**src/rtl/mc_control_unit.sv**
```systemverilog
// Multi-cycle main control unit: latches each instruction into IR and sequences the
// datapath through fetch, decode, execute, memory and write-back with a memory ready handshake.
module mc_control_unit #(
   parameter int unsigned RESET_STATE_CYCLES = 1
) (
   input  logic        Clock,
   input  logic        Reset_n,
   input  logic [15:0] MemData,
   input  logic        MemReady,
   input  logic        Zero,
   output logic [2:0]  OPCode,
   output logic [3:0]  Funct,
   output logic [1:0]  ALUOp,
   output logic        ALUSrcA,
   output logic [1:0]  ALUSrcB,
   output logic [1:0]  PCSource,
   output logic        PCWrite,
   output logic        IRWrite,
   output logic        IorD,
   output logic        MemRead,
   output logic        MemWrite,
   output logic        RegWrite,
   output logic        RegDst,
   output logic        MemToReg,
   output logic [3:0]  State
);

   typedef enum logic [3:0] {
      S_RESET    = 4'd0,
      S_FETCH    = 4'd1,
      S_DECODE   = 4'd2,
      S_EXEC_R   = 4'd3,
      S_R_WB     = 4'd4,
      S_EXEC_I   = 4'd5,
      S_I_WB     = 4'd6,
      S_MEM_ADDR = 4'd7,
      S_MEM_RD   = 4'd8,
      S_MEM_WB   = 4'd9,
      S_MEM_WR   = 4'd10,
      S_BRANCH   = 4'd11,
      S_JUMP     = 4'd12
   } state_t;

   // A zero-cycle request still spends one cycle in RESET.
   localparam int unsigned RCNT_W = (RESET_STATE_CYCLES > 1) ? $clog2(RESET_STATE_CYCLES) : 1;
   localparam logic [RCNT_W-1:0] RCNT_LAST =
      RCNT_W'((RESET_STATE_CYCLES > 0) ? RESET_STATE_CYCLES - 1 : 0);

   state_t            state_q, state_d;
   logic [15:0]       ir_q, ir_d;
   logic [RCNT_W-1:0] rcnt_q, rcnt_d;

   logic unused_ir_bits;
   assign unused_ir_bits = ^ir_q[12:4];

   always_comb begin
      state_d = state_q;
      ir_d    = ir_q;
      rcnt_d  = rcnt_q;
      case (state_q)
         S_RESET: begin
            if (rcnt_q == RCNT_LAST) begin
               state_d = S_FETCH;
               rcnt_d  = '0;
            end else begin
               rcnt_d = rcnt_q + RCNT_W'(1);
            end
         end
         S_FETCH: begin
            if (MemReady) begin
               ir_d    = MemData;
               state_d = S_DECODE;
            end
         end
         S_DECODE: begin
            case (ir_q[15:13])
               3'b000:                 state_d = S_EXEC_R;
               3'b001, 3'b010, 3'b011: state_d = S_EXEC_I;
               3'b100, 3'b101:         state_d = S_MEM_ADDR;
               3'b110:                 state_d = S_BRANCH;
               default:                state_d = S_JUMP;
            endcase
         end
         S_EXEC_R:   state_d = S_R_WB;
         S_EXEC_I:   state_d = S_I_WB;
         // Only LW (100) and SW (101) reach here; bit 13 separates them.
         S_MEM_ADDR: state_d = ir_q[13] ? S_MEM_WR : S_MEM_RD;
         S_MEM_RD:   if (MemReady) state_d = S_MEM_WB;
         S_MEM_WR:   if (MemReady) state_d = S_FETCH;
         default:    state_d = S_FETCH;
      endcase
   end

   always_ff @(posedge Clock or negedge Reset_n) begin
      if (!Reset_n) begin
         state_q <= S_RESET;
         ir_q    <= '0;
         rcnt_q  <= '0;
      end else begin
         state_q <= state_d;
         ir_q    <= ir_d;
         rcnt_q  <= rcnt_d;
      end
   end

   assign State  = state_q;
   assign OPCode = ir_q[15:13];
   assign Funct  = ir_q[3:0];

   // Moore decode of the state register; the async reset clears every output at once.
   always_comb begin
      ALUOp    = 2'b00;
      ALUSrcA  = 1'b0;
      ALUSrcB  = 2'b00;
      PCSource = 2'b00;
      PCWrite  = 1'b0;
      IRWrite  = 1'b0;
      IorD     = 1'b0;
      MemRead  = 1'b0;
      MemWrite = 1'b0;
      RegWrite = 1'b0;
      RegDst   = 1'b0;
      MemToReg = 1'b0;
      case (state_q)
         S_FETCH: begin
            MemRead = 1'b1;
            ALUSrcB = 2'b01;
            IRWrite = MemReady;
            PCWrite = MemReady;
         end
         S_DECODE: ALUSrcB = 2'b11;
         S_EXEC_R: begin
            ALUSrcA = 1'b1;
            ALUOp   = 2'b10;
         end
         S_R_WB: begin
            RegWrite = 1'b1;
            RegDst   = 1'b1;
         end
         S_EXEC_I: begin
            ALUSrcA = 1'b1;
            ALUSrcB = 2'b10;
            ALUOp   = 2'b11;
         end
         S_I_WB: RegWrite = 1'b1;
         S_MEM_ADDR: begin
            ALUSrcA = 1'b1;
            ALUSrcB = 2'b10;
         end
         S_MEM_RD: begin
            MemRead = 1'b1;
            IorD    = 1'b1;
         end
         S_MEM_WB: begin
            RegWrite = 1'b1;
            MemToReg = 1'b1;
         end
         S_MEM_WR: begin
            MemWrite = 1'b1;
            IorD     = 1'b1;
         end
         S_BRANCH: begin
            ALUSrcA  = 1'b1;
            ALUOp    = 2'b01;
            PCSource = 2'b01;
            PCWrite  = Zero;
         end
         S_JUMP: begin
            PCSource = 2'b10;
            PCWrite  = 1'b1;
         end
         default: ;
      endcase
   end

endmodule

```
**config.mk**
```make
export PLATFORM = sky130hd
export DESIGN_NAME = mc_control_unit
export DESIGN_NICKNAME = d
export VERILOG_FILES = /design/src/rtl/mc_control_unit.sv
export SDC_FILE = /design/constraint.sdc
export NUM_CORES = 1
export LEC_CHECK = 0
export BUFFER_PORTS_ARGS = -buffer_cell sky130_fd_sc_hd__buf_2
export CORE_MARGIN = 2
export CORE_UTILIZATION = 42
export DETAILED_ROUTE_END_ITERATION = 6
export GPL_TIMING_DRIVEN = 0
export PLACE_DENSITY_LB_ADDON = 0.3
export SETUP_SLACK_MARGIN = 0.05
export SYNTH_ARGS = -nofsm -noshare
export SYNTH_HDL_FRONTEND = slang
export SYNTH_SLANG_ARGS = --single-unit
```
**constraint.sdc**
```tcl
create_clock -name Clock -period 2.23 [get_ports Clock]
set_clock_uncertainty 0.2 [all_clocks]
set_input_delay 0.1115 -clock Clock [delete_from_list [all_inputs] [get_ports Clock]]
set_output_delay 0.1115 -clock Clock [all_outputs]
set_load 0.01 [all_outputs]
```
Yosys cells after proc, flatten, opt, wreduce, memory -nomap -nowiden. Index checks and enable logic that the tools add are counted.

Reduce and logical (&&, ||, !) cells: 11. Mux-type cells: 20. Equal/unequal tests: 22. Add/subtract/negate cells: 1.

Operator list (number): case mux 4 bit (8 select lines) (1); == test 4 bit (second input constant) (5); == test 4 x 3 -> 1 bit (second input constant) (4); 2-to-1 mux 4 bit (4); case mux 4 bit (4 select lines) (1); case mux 2 bit (3 select lines) (2); == test 3 bit (second input constant) (3); 2-to-1 mux 1 bit (9); == test 4 x 2 -> 1 bit (second input constant) (2); != test 2 bit (second input constant) (4); OR reduction 2 bit (4); == test 3 x 2 -> 1 bit (second input constant) (2); OR reduction 3 bit (2); == test 4 x 1 -> 1 bit (second input constant) (1); zero test 4 bit (1); case mux 2 bit (2 select lines) (1); AND reduction 4 bit (1); OR reduction 4 bit (1); == test 3 x 1 -> 1 bit (second input constant) (1); zero test 3 bit (1); case mux 1 bit (3 select lines) (1); 2-to-1 mux 2 bit (1); AND reduction 2 bit (1); adder 1 bit (second input constant) (1).

Output and inout port bits: 26. Bits in registers: 21. Input port bits: 20.

Logic depth before layout (Yosys ltp).
Depth in word-level cells: 4. Mapped depth: 5.

Least setup slack after synthesis. No wires, ideal clock.

Path kind: register to output. Start point: register state_q[1] (netlist: State[1]). End point: output PCWrite. Data arrival time: 1.310 ns. Buffers on the path: 2. Slack: 0.609 ns. Data required time: 1.919 ns. Cell stages (with the launch flop): 5. Cells stage by stage: dfrtp_1 > buf_2 > buf_2 > nor3_1 > nand3b_1.

Cells in the longest elaborated chain, start to end: 2.

Ends and longest elaborated chain: from (decl) (line 49) `state_t state_q, state_d;`; from (signal assigned) (line 100) `state_q <= state_d;`; == test 4 bit / == test 4 x 1 -> 1 bit (equally long branches) (line 124) `case (state_q)`; case mux 1 bit (3 select lines) * (line 124); to (decl) (line 17) `output logic PCWrite,`.

Every way passes the cells marked *; elsewhere a longest branch is shown, timed or not.

Final worst setup path.
Start point: register state_q[3] (netlist: State[3]). End point: output PCWrite.

The elaborated chain is that of the path after synthesis.

==> summary.md <==
| Metric | Value |
|---|---|
| Outcome | finished, final reports clean |
| Hold Worst Slack | 41.29 ps |
| Lkg Pwr | ~0.00054 uW |
| H-tree levels | 1 |
| Post-DP HPWL | 1456 um |
| Post-DR wirelength/cell | ~13 um |
| Clock network power share | 9.1% |
| Period minus WS final | 1967 ps |
| Normalized max-slew margin | 74.60% |
| Kind of end point of the critical path | output pin |
| Total gr overflow | 0 |
| Die area | 0.002256 mm2 |
| Slew Viols, Final | 0 |
| Register area share after synthesis | roughly 35% |
| Syn avg cell area | 9.029 um2 |
| CP Launch Type | flop |
| Worst Setup SP | State[3] |
| Syn Nets | roughly 110 |
| Post-CTS Setup Bufs | 0 |
| FP Rows | 15 |
| Int Power | about 810 uW |
| P&R area growth vs syn | 39.37% |
| Synth unique cells | 34 |
| RSZ-0062 raised after global routing | false |
| Tot GR Track Use | around a fifth |
| Max VDD drop | ~0.67 mV |
| Worst-path clk slew | ~70 ps |
| Power per standard cell area | roughly 1300 mW/mm2 |
| Setup violators final | 0 |
| Drt via density | 5.156 |
| DP Area | between 0.001 and 0.0015 mm2 |
| Synthesized cell area | a little under 800 um2 |
| # DRC | 0 |
| Final hold violation count | 0 |
| Cells after Synth | 88 |
| Skew-Pair Late Insertion Delay | around 260 ps |
| Async SR Flop Fraction | 100.0% |
| CTS Buf Count | 3 |
| Post-synth EDFFs | 0 |
| Via count | a little over 800 |
| Final period utilization | between 80% and 90% |
| CTS Buffer Depth | 2 |
| Initial antenna violation count | 0 |
| Area of the multi-input gates | approximately 460 um2 |
| WP data arrival | 1660 ps |
| Synth top cells by count | 11 x dfrtp_1, 8 x nor2_1, 7 x mux2_2, 7 x nand2_1 |
| Chip width | approximately 47 um |
| Max Cap Viol | 0 |
| Clock tree sinks | 11 |
| Synth area leaders | dfrtp_1 35%, mux2_2 9.9%, nand2b_1 3.9% |
| Sw Share | ~45% |
| I/O pin count | 46 |
| Core region area | approximately 0.0017 mm2 |
| ANT nets after route | 0 |
| TritonCTS clock tree | yes |
| Max Fclk | 508.3 MHz |
| Gate power share | ~65% |
| Flop pwr share | around a quarter |
| R2R Path End | ir_q[13] |
| Setup TNS | 0 ps |
| Largest net degree at the start of global routing | 12 |
| CTS Root Cell | clkbuf_4 |
| Routability Congestion | about 0.9 |
| Flops & latches, synth | 11 |
| Reg2Reg Setup Slack | between 400 and 500 ps |
| R2R depth | 3 |
| Reg2reg start | State[3] |
| NetSw | approximately 660 uW |
| First-pass GRT wire length | between 3000 and 4000 um |
| Post-cts sizing count | 0 |
| Final wirelength | slightly above 2000 um |
| Nets | ~160 |
| Starting Density | a little under half |
| Die Y | between 40 and 50 um |
| CP Class | flop to output pin |
| FILL cells | 166 |
| Number of global-route vias before repair | 681 |
| Ratio of cells with drive above 1 in the final layout | 42.22% |
| Worst-margin pin slew | around 380 ps |
| Critical Path RT | between 1500 and 2000 ps |
| Register area | 275.3 um2 |
| Hold Crit Class | primary input to async pin |
| Initial drt markers | 16 |
| Top FF cell, synth | dfrtp_1 |
| ANT cells | 0 |
| Syn. warnings | 0 |
| Port buffer count | 35 |
| Most instantiated library cell after synthesis | dfrtp_1 |
| Critical path fanouts, max | 9 |
| Yosys top cell area share | 34.65% |
| Synth area leader | dfrtp_1 |
| Final Cell Area | between 0.001 and 0.0015 mm2 |
| TritonRoute pass-1 iters | 4 |
==> final cells by class <==
cell class / instances / share of cell area [%]
timing repair buffer: 43 / 23.05
clock buffer: 4 / 2.373
multi-input combinational: 66 / 41.70
tap: 25 / 2.825
buffer: 8 / 4.181
inverter: 3 / 1.017
sequential: 11 / 24.86
==> cells by family (layout without fill, tap and decap cells) <==
family                    count (synthesis)  after routing  synth area share (%)
and+or+nand+nor                          38             38                 28.66
AOI/OAI and AO/OA                        18             18                 16.22
DFF                                      11             11                 34.65
buffers and inverters                    11             58                 7.245
muxes                                     7              7                 9.922
xor gates and xnor gates                  3              3                 3.308
==> stage by stage <==
stage	worst slack [ps]	util [%]	total power, uW	instances
6_report	262.7	63.44	1469	160
5_1_grt	151.7	63.44	1596	160
4_1_cts	258.6	63.44	1472	160
3_5_place_dp	495.9	57.35	1323	148
3_3_place_gp	527.7	57.35	1295	148
2_1_floorplan	608.9	-	1021	88
==> worst max path at each step <==
stage,to,depth (start not counted)
6_report,PCWrite,4
3_5_place_dp,ir_q[15],3
3_3_place_gp,ir_q[0],3
2_1_floorplan,PCWrite,4
5_1_grt,ALUSrcB[0],5
4_1_cts,PCWrite,6
==> what timing repair did <==
item | 4_1_cts | 5_1_grt
endpoints found under the hold margin | 18 | 0
setup endpoints to repair | 0 | 0
hold buffers | 8 | 0
==> per-layer routing <==
layer | track usage [%] | wire length (um)
met1 | 29.22 | 931
met2 | 30.54 | 994
met3 | 2.264 | 104
met4 | 9.444 | 12
met5 | 0 | 0
==> flip-flops by register name, summed over array words and instances (netlist names) <==
name	cells
State	4
ir_q	7
==> critical path: stages (launching register included) <==
cell      delay, ps
dfrtp_1         490
nor2_2          240
nand4b_2        330
nand3b_1        190
buf_2           140
==> power by group through the flow <==
| stage | Combinational [uW] | Sequential (uW) | Clock (uW) |
|---|---|---|---|
| floorplan | 602 | 418 | 0 |
| global placement | 915 | 380 | 0 |
| detailed placement | 939 | 384 | 0 |
| CTS | 952 | 382 | 138 |
| global route | 1050 | 390 | 154 |
| finish | 953 | 382 | 133 |
==> cell usage in the layout, fill, tap and decap left out, drive strengths merged <==
cell type and n:
mux2 7, inv 3, or4b 1, xor2 1, or3 1, nand2b 6, o21ba 1, nor2b 2
or4bb 1, buf 41, nand4b 1, o22ai 1, o32a 1, clkbuf 6, nor2 9, nor3 5
a21oi 5, dlygate4sd3 8, nand2 7, dfrtp 11, o2111ai 1, a32o 1, a2111oi 1, a31oi 1
nand3b 3, xnor2 2, a21boi 3, and3 1, nand4bb 1, o21ai 3
(Power assumes the default switching activity.)
